[src/rtl/iob_rom_stream.sv]
// iob_rom_stream
//   Sequential read engine that sits in front of a single-port ROM with a
//   fixed 1-cycle read latency (iob_rom_sp). A start command streams len_i
//   consecutive ROM words, beginning at base_addr_i and wrapping modulo
//   2**ADDR_W, out on a valid/ready interface. A 2-entry output buffer
//   absorbs the read latency and downstream backpressure.
//
// Handshake: a word moves downstream on every rising clk_i edge where
//   valid_o & ready_i. While valid_o=1 and ready_i=0, data_o, valid_o and
//   last_o hold their values. valid_o never depends on ready_i.
//
// Ports:
//   clk_i, arst_i        clock, asynchronous active-high reset
//   start_i              command strobe, sampled only while busy_o=0
//   base_addr_i, len_i   first ROM address and word count of the command
//   busy_o               transfer in progress
//   done_o               one-cycle pulse after the final word is accepted
//                        (or the cycle after a zero-length command)
//   rom_r_en_o           ROM read enable
//   rom_addr_o           ROM address
//   rom_r_data_i         ROM read data, valid the cycle after a read
//   data_o, valid_o,
//   ready_i, last_o      output stream; last_o marks the final word
module iob_rom_stream #(
    parameter int DATA_W = 8,
    parameter int ADDR_W = 4,
    parameter int LEN_W  = ADDR_W + 1
) (
    input  logic              clk_i,
    input  logic              arst_i,
    input  logic              start_i,
    input  logic [ADDR_W-1:0] base_addr_i,
    input  logic [LEN_W-1:0]  len_i,
    output logic              busy_o,
    output logic              done_o,
    output logic              rom_r_en_o,
    output logic [ADDR_W-1:0] rom_addr_o,
    input  logic [DATA_W-1:0] rom_r_data_i,
    output logic [DATA_W-1:0] data_o,
    output logic              valid_o,
    input  logic              ready_i,
    output logic              last_o
);

    localparam logic [LEN_W-1:0]  LEN_ONE  = LEN_W'(1);
    localparam logic [ADDR_W-1:0] ADDR_ONE = ADDR_W'(1);

    typedef enum logic [1:0] {
        ST_IDLE,
        ST_READ,
        ST_DRAIN
    } state_t;

    state_t            state_q, state_d;
    logic [ADDR_W-1:0] addr_q, addr_d;
    logic [LEN_W-1:0]  len_q, len_d;
    logic [LEN_W-1:0]  issued_q, issued_d;
    logic [LEN_W-1:0]  accepted_q, accepted_d;
    logic              inflight_q, inflight_d;
    logic [1:0]        count_q, count_d;
    logic              rd_ptr_q, rd_ptr_d;
    logic              wr_ptr_q, wr_ptr_d;
    logic [DATA_W-1:0] buf_q [2];
    logic [DATA_W-1:0] buf_d [2];
    logic              done_q, done_d;

    logic              pop;
    logic              push;
    logic              issue;
    logic              last_word;
    logic [2:0]        occupancy;

    assign valid_o   = (count_q != 2'd0);
    assign pop       = valid_o & ready_i;
    // A read issued last cycle has its data on rom_r_data_i now.
    assign push      = inflight_q;
    assign last_word = (accepted_q == (len_q - LEN_ONE));
    assign last_o    = valid_o & last_word;

    // Slots committed after this cycle: buffered words plus the word in
    // flight, minus the word leaving now. Counting the pop in the same
    // cycle is what lets ready_i=1 sustain one word per cycle.
    assign occupancy = {1'b0, count_q} + {2'b00, inflight_q} - {2'b00, pop};
    assign issue     = (state_q == ST_READ) && (issued_q < len_q) && (occupancy < 3'd2);

    assign rom_r_en_o = issue;
    assign rom_addr_o = addr_q;
    assign data_o     = buf_q[rd_ptr_q];
    assign busy_o     = (state_q != ST_IDLE);
    assign done_o     = done_q;

    always_comb begin
        state_d    = state_q;
        addr_d     = addr_q;
        len_d      = len_q;
        issued_d   = issued_q;
        accepted_d = accepted_q;
        inflight_d = issue;
        count_d    = count_q + {1'b0, push} - {1'b0, pop};
        rd_ptr_d   = rd_ptr_q;
        wr_ptr_d   = wr_ptr_q;
        buf_d      = buf_q;
        done_d     = 1'b0;

        if (issue) begin
            addr_d   = addr_q + ADDR_ONE;
            issued_d = issued_q + LEN_ONE;
        end

        if (push) begin
            buf_d[wr_ptr_q] = rom_r_data_i;
            wr_ptr_d        = ~wr_ptr_q;
        end

        if (pop) begin
            rd_ptr_d   = ~rd_ptr_q;
            accepted_d = accepted_q + LEN_ONE;
        end

        case (state_q)
            ST_IDLE: begin
                if (start_i) begin
                    if (len_i != '0) begin
                        state_d    = ST_READ;
                        addr_d     = base_addr_i;
                        len_d      = len_i;
                        issued_d   = '0;
                        accepted_d = '0;
                    end else begin
                        done_d = 1'b1;
                    end
                end
            end
            ST_READ: begin
                if (issue && ((issued_q + LEN_ONE) == len_q)) begin
                    state_d = ST_DRAIN;
                end
            end
            ST_DRAIN: begin
                if (pop && last_word) begin
                    state_d = ST_IDLE;
                    done_d  = 1'b1;
                end
            end
            default: begin
                state_d = ST_IDLE;
            end
        endcase
    end

    always_ff @(posedge clk_i or posedge arst_i) begin
        if (arst_i) begin
            state_q    <= ST_IDLE;
            addr_q     <= '0;
            len_q      <= '0;
            issued_q   <= '0;
            accepted_q <= '0;
            inflight_q <= 1'b0;
            count_q    <= 2'd0;
            rd_ptr_q   <= 1'b0;
            wr_ptr_q   <= 1'b0;
            buf_q[0]   <= '0;
            buf_q[1]   <= '0;
            done_q     <= 1'b0;
        end else begin
            state_q    <= state_d;
            addr_q     <= addr_d;
            len_q      <= len_d;
            issued_q   <= issued_d;
            accepted_q <= accepted_d;
            inflight_q <= inflight_d;
            count_q    <= count_d;
            rd_ptr_q   <= rd_ptr_d;
            wr_ptr_q   <= wr_ptr_d;
            buf_q[0]   <= buf_d[0];
            buf_q[1]   <= buf_d[1];
            done_q     <= done_d;
        end
    end

endmodule

[config.mk]
export PLATFORM = sky130hd
export DESIGN_NAME = iob_rom_stream
export DESIGN_NICKNAME = d
export VERILOG_FILES = /design/src/rtl/iob_rom_stream.sv
export SDC_FILE = /design/constraint.sdc
export NUM_CORES = 1
export LEC_CHECK = 0
export BUFFER_PORTS_ARGS = -buffer_cell sky130_fd_sc_hd__buf_2
export CAP_MARGIN = 0
export CELL_PAD_IN_SITES_DETAIL_PLACEMENT = 1
export CELL_PAD_IN_SITES_GLOBAL_PLACEMENT = 1
export CORE_ASPECT_RATIO = 0.5
export CORE_UTILIZATION = 41
export CTS_BUF_LIST = sky130_fd_sc_hd__clkbuf_8
export CTS_CLUSTER_DIAMETER = 150
export DETAILED_ROUTE_END_ITERATION = 8
export HOLD_SLACK_MARGIN = 0.02
export PLACE_DENSITY = 0.77
export SYNTH_ARGS = -nofsm -noshare
export SYNTH_HDL_FRONTEND = slang
export SYNTH_SLANG_ARGS = --single-unit
[constraint.sdc]
create_clock -name clk_i -period 2.95 [get_ports clk_i]
set_input_delay 0.7375 -clock clk_i [delete_from_list [all_inputs] [get_ports clk_i]]
set_output_delay 0.7375 -clock clk_i [all_outputs]
set_load 0.02 [all_outputs]
==> impl_table.tex <==
\begin{tabular}{lr}
\hline
Metric & Value \\
\hline
\multicolumn{2}{l}{\textbf{Critical path}} \\
\quad Critical R2R Capture & state\_q[0] \\
\quad Required time worst endpoint & 2210 ps \\
\quad Critical path fanouts, max & 3 \\
\quad Setup slack, reg-to-reg & -240 ps \\
\quad CP Capture Type & output pin \\
\quad Nature of the critical path startpoint & input port \\
\quad Critical Path AT & approximately 2500 ps \\
\quad Critical R2R Launch & count\_q[0] \\
\quad CP Class & input port to output pin \\
\quad Depth of the most critical reg-to-reg path & 12 \\
\multicolumn{2}{l}{\textbf{Clock tree}} \\
\quad Number of buffers inserted for hold repair after clock tree synthesis & 0 \\
\quad Worst-path clk slew & 80 ps \\
\quad H-tree level count & 2 \\
\quad Clk Latency, worst-skew pair & 300 ps \\
\quad Clock sink count & 43 \\
\quad Root cell of the clock tree & sky130\_fd\_sc\_hd\_\_clkbuf\_8 \\
\quad Max Root-Sink Buffers & 2 \\
\quad CTS tree & yes \\
\quad Clock buffer count from CTS & 5 \\
\multicolumn{2}{l}{\textbf{Global route}} \\
\quad Pin count of the biggest net entering global routing & 44 \\
\quad Global-route wire length before repair & 9.56 mm \\
\quad GRT overflow & 0 \\
\quad Aggregate global-route resource usage & between 20\% and 30\% \\
\quad Via count of the first global-routing pass & 1966 \\
\quad Initial antenna violation count & 0 \\
\multicolumn{2}{l}{\textbf{Place}} \\
\quad Instance area at placement & 2690 um2 \\
\quad Input/output buffers & 37 \\
\quad Final estimated routing congestion in global placement & about 0.8 \\
\quad Post-placement setup slack & -414 ps \\
\quad Placed wire-length estimate & 3.93 mm \\
\quad Cell total after placement & between 300 and 400 \\
\multicolumn{2}{l}{\textbf{Drt}} \\
\quad DRC & 0 \\
\quad Via Count & $\sim$1800 \\
\quad Number of violations reported at the end of detailed-routing iteration 0 & 74 \\
\quad Wirelength, routed & 5.79 mm \\
\quad DRT Pass-1 Iters & 3 \\
\quad Via density per instance & 5.45 \\
\quad Remaining antenna violation count & 0 \\
\quad Detail-routed net length per standard cell & 17.3 um \\
\multicolumn{2}{l}{\textbf{Timing}} \\
\quad Max Clock Skew & 2.36 ps \\
\quad Final Cycle Share & 109\% \\
\quad Slew of the pin with the lowest slew margin & 719 ps \\
\quad Final worst path period need & 3220 ps \\
\quad Max\_slew headroom & around 52\% \\
\quad Peak Freq & 0.311 GHz \\
\quad Setup violators final & 7 \\
\quad Setup repair after global routing missed its margin & true \\
\quad Number of slew-limit violations in the final report & 0 \\
\quad Setup WS post-layout & -270 ps \\
\quad Post-route worst hold slack & 510 ps \\
\quad Final count of hold timing violations & 0 \\
\multicolumn{2}{l}{\textbf{Worst hold path}} \\
\quad Worst hold path class & register to register \\
\quad Hold Path Origin & buf\_q[4] \\
\quad Cell depth of the worst hold path & 1 \\
\quad Endpoint with the worst hold slack & buf\_q[4] \\
\multicolumn{2}{l}{\textbf{Yosys}} \\
\quad Netlist area before placement & 2350 um2 \\
\quad Number of distinct library cells after synthesis & 44 \\
\quad Count of mapped cells out of synthesis & 211 \\
\quad Number of storage elements in the synthesis netlist & 43 \\
\quad Fraction of the yosys area taken by sequential cells & 45.9\% \\
\quad Average cell area after synthesis & 11.1 um2 \\
\quad Total nets after synthesis & 243 \\
\quad Count of warnings emitted by yosys & 0 \\
\multicolumn{2}{l}{\textbf{Pwr}} \\
\quad Worst vdd ir & 0.000359 V \\
\quad Power Density & 931 nW/um2 \\
\quad Leak & 0.00130 uW \\
\multicolumn{2}{l}{\textbf{Layout}} \\
\quad Synth-to-Final Area Change & 25.5\% \\
\quad Layout net count & about 290 \\
\quad Fraction of layout instances using a drive strength above 1 & 40.6\% \\
\quad Antenna fix cells & 0 \\
\quad Cell area after layout & a little under 3000 um2 \\
\quad Fillers & about 600 \\
\quad Finished Layout Cells & 334 \\
\multicolumn{2}{l}{\textbf{Floorplanning}} \\
\quad IO Count & 38 \\
\quad Starting Density & between 40\% and 50\% \\
\quad Overall die height & 55.5 um \\
\quad Total core area & about 5500 um2 \\
\quad Site Rows & 19 \\
\quad Die width & 109 um \\
\quad Die outline area & between 6000 and 7000 um2 \\
\multicolumn{2}{l}{\textbf{Run}} \\
\quad Max\_cap viols & 0 \\
\multicolumn{2}{l}{\textbf{Outcome}} \\
\quad Status & complete, but fails checks \\
\quad Failing checks & negative setup slack \\
\hline
\end{tabular}
==> sequential cells by signal (all words and copies together), names as in the netlist <==
signal / cells
rom_addr_o: 4
count_q: 2
rd_ptr_q: 1
issued_q: 5
len_q: 5
buf_q: 16
state_q: 2
inflight_q: 1
done_o: 1
accepted_q: 5
wr_ptr_q: 1
==> area by class of cell <==
class | instances | area [um2] | share of cell area [%]
well taps | 73 | 91.3 | 3.10
clock inverters | 3 | 63.8 | 2.17
flip-flops and latches | 43 | 1080 | 36.5
repair buffers | 49 | 299 | 10.2
clock buffers | 5 | 68.8 | 2.34
multi-input cells | 149 | 1300 | 44.2
inverters | 12 | 45.0 | 1.53
==> kinds of logic (layout without fill, tap and decap cells) <==
family          after synthesis  after routing  synth area share (%)
buf+inv                      19             69                  3.09
fa+ha+maj                    11             11                  6.19
flops                        43             43                  45.9
simple gates                 56             56                  13.5
mux                          31             31                  14.8
xor+xnor                     17             17                  6.35
compound gates               34             34                  10.2
==> per-layer routing <==
metal  routed length, um  track usage [%]  up-vias  part of all wire, %
li1                    -                -      853                    -
met1                2640             25.7      938                   46
met2                2910             36.6       23                   50
met3                 179             4.25        5                  3.1
met4                  54             5.02        0                 0.93
met5                   0                0        -                    0
==> stage by stage <==
stage / TNS, ps / util [%] / total power (uW)
floorplan: -212 / - / 1740
global placement: -1460 / 49.0 / 2020
detailed placement: -2760 / 49.0 / 2100
CTS: -833 / 52.2 / 2670
global route: -1580 / 53.6 / 2920
finish: -825 / 53.6 / 2740
==> synthesized netlist by cell type (all sizes together) <==
| cell | n | area share [%] |
|---|---|---|
| a31oi | 5 | 1.3 |
| buf | 1 | 0.21 |
| clkbuf | 6 | 0.96 |
| xor2 | 10 | 3.7 |
| nor3b | 1 | 0.32 |
| o41ai | 1 | 0.37 |
| nand4bb | 1 | 0.48 |
| or4b | 1 | 0.43 |
| o21ai | 4 | 0.85 |
| a211oi | 1 | 0.32 |
| a21o | 1 | 0.32 |
| xnor2 | 7 | 2.6 |
| nand4 | 2 | 0.53 |
| mux2i | 2 | 0.85 |
| or4 | 3 | 0.96 |
| mux2 | 29 | 14 |
| o31ai | 3 | 0.96 |
| nand2 | 7 | 1.1 |
| a2111o | 1 | 0.48 |
| o32a | 1 | 0.43 |
| a21oi | 6 | 1.3 |
| ha | 10 | 5.3 |
| and3b | 1 | 0.37 |
| o311ai | 2 | 0.75 |
| nand3 | 3 | 0.64 |
| or2 | 4 | 1.1 |
| inv | 12 | 1.9 |
| nand4b | 1 | 0.37 |
| dfrtp | 43 | 46 |
| nor3 | 3 | 0.64 |
| a311o | 1 | 0.43 |
| nor2b | 4 | 1.1 |
| o211ai | 3 | 0.96 |
| o21a | 2 | 0.64 |
| or3b | 3 | 1.1 |
| fa | 1 | 0.85 |
| nand2b | 6 | 1.6 |
| a311oi | 1 | 0.37 |
| o32ai | 1 | 0.37 |
| nor2 | 14 | 2.2 |
| or3 | 2 | 0.53 |
| a211o | 1 | 0.37 |
==> timing repair <==
action / in CTS / in global routing
setup endpoints to repair: 3 / 13
hold endpoints to repair: 0 / 0
resized for setup: 8 / 17
pin swaps: 5 / 8
buffers inserted: 2 / 1
==> where the power goes <==
group / switching [uW] / internal [uW]
Clock: 212 / 335
Sequential: 222 / 742
Combinational: 659 / 572
==> cells in the final DEF (no fill, tap or decap), drive strengths merged, types with 2 or more instances in the layout <==
cell type,count
buf,49
dfrtp,43
mux2,29
nor2,14
inv,13
xor2,10
ha,10
xnor2,7
nand2,7
nand2b,6
a21oi,6
clkbuf,5
a31oi,5
nor2b,4
o21ai,4
or2,4
o211ai,3
nand3,3
nor3,3
o31ai,3
or3b,3
or4,3
o21a,2
nand4,2
bufinv,2
or3,2
o311ai,2
mux2i,2
==> worst max-delay path by stage <==
stage | startpoint | to | slack, ps | cells after the start
6_report | ready_i | rom_r_en_o | -270 | 10
5_1_grt | count_q[0] | rom_r_en_o | -370 | 10
4_1_cts | count_q[0] | rom_r_en_o | -350 | 10
3_5_place_dp | ready_i | rom_r_en_o | -410 | 10
3_3_place_gp | ready_i | rom_r_en_o | -330 | 10
2_1_floorplan | ready_i | rom_r_en_o | -170 | 9
==> critical path, cell delays in order <==
cell and delay [ps]:
sky130_fd_sc_hd__buf_8 90, sky130_fd_sc_hd__nand2_8 40, sky130_fd_sc_hd__mux2i_2 160, sky130_fd_sc_hd__ha_2 200
sky130_fd_sc_hd__inv_2 40, sky130_fd_sc_hd__fa_2 540, sky130_fd_sc_hd__nand2b_1 70, sky130_fd_sc_hd__a2111o_1 350
sky130_fd_sc_hd__nor2_4 120, sky130_fd_sc_hd__buf_6 120
(Power assumes the default switching activity.)
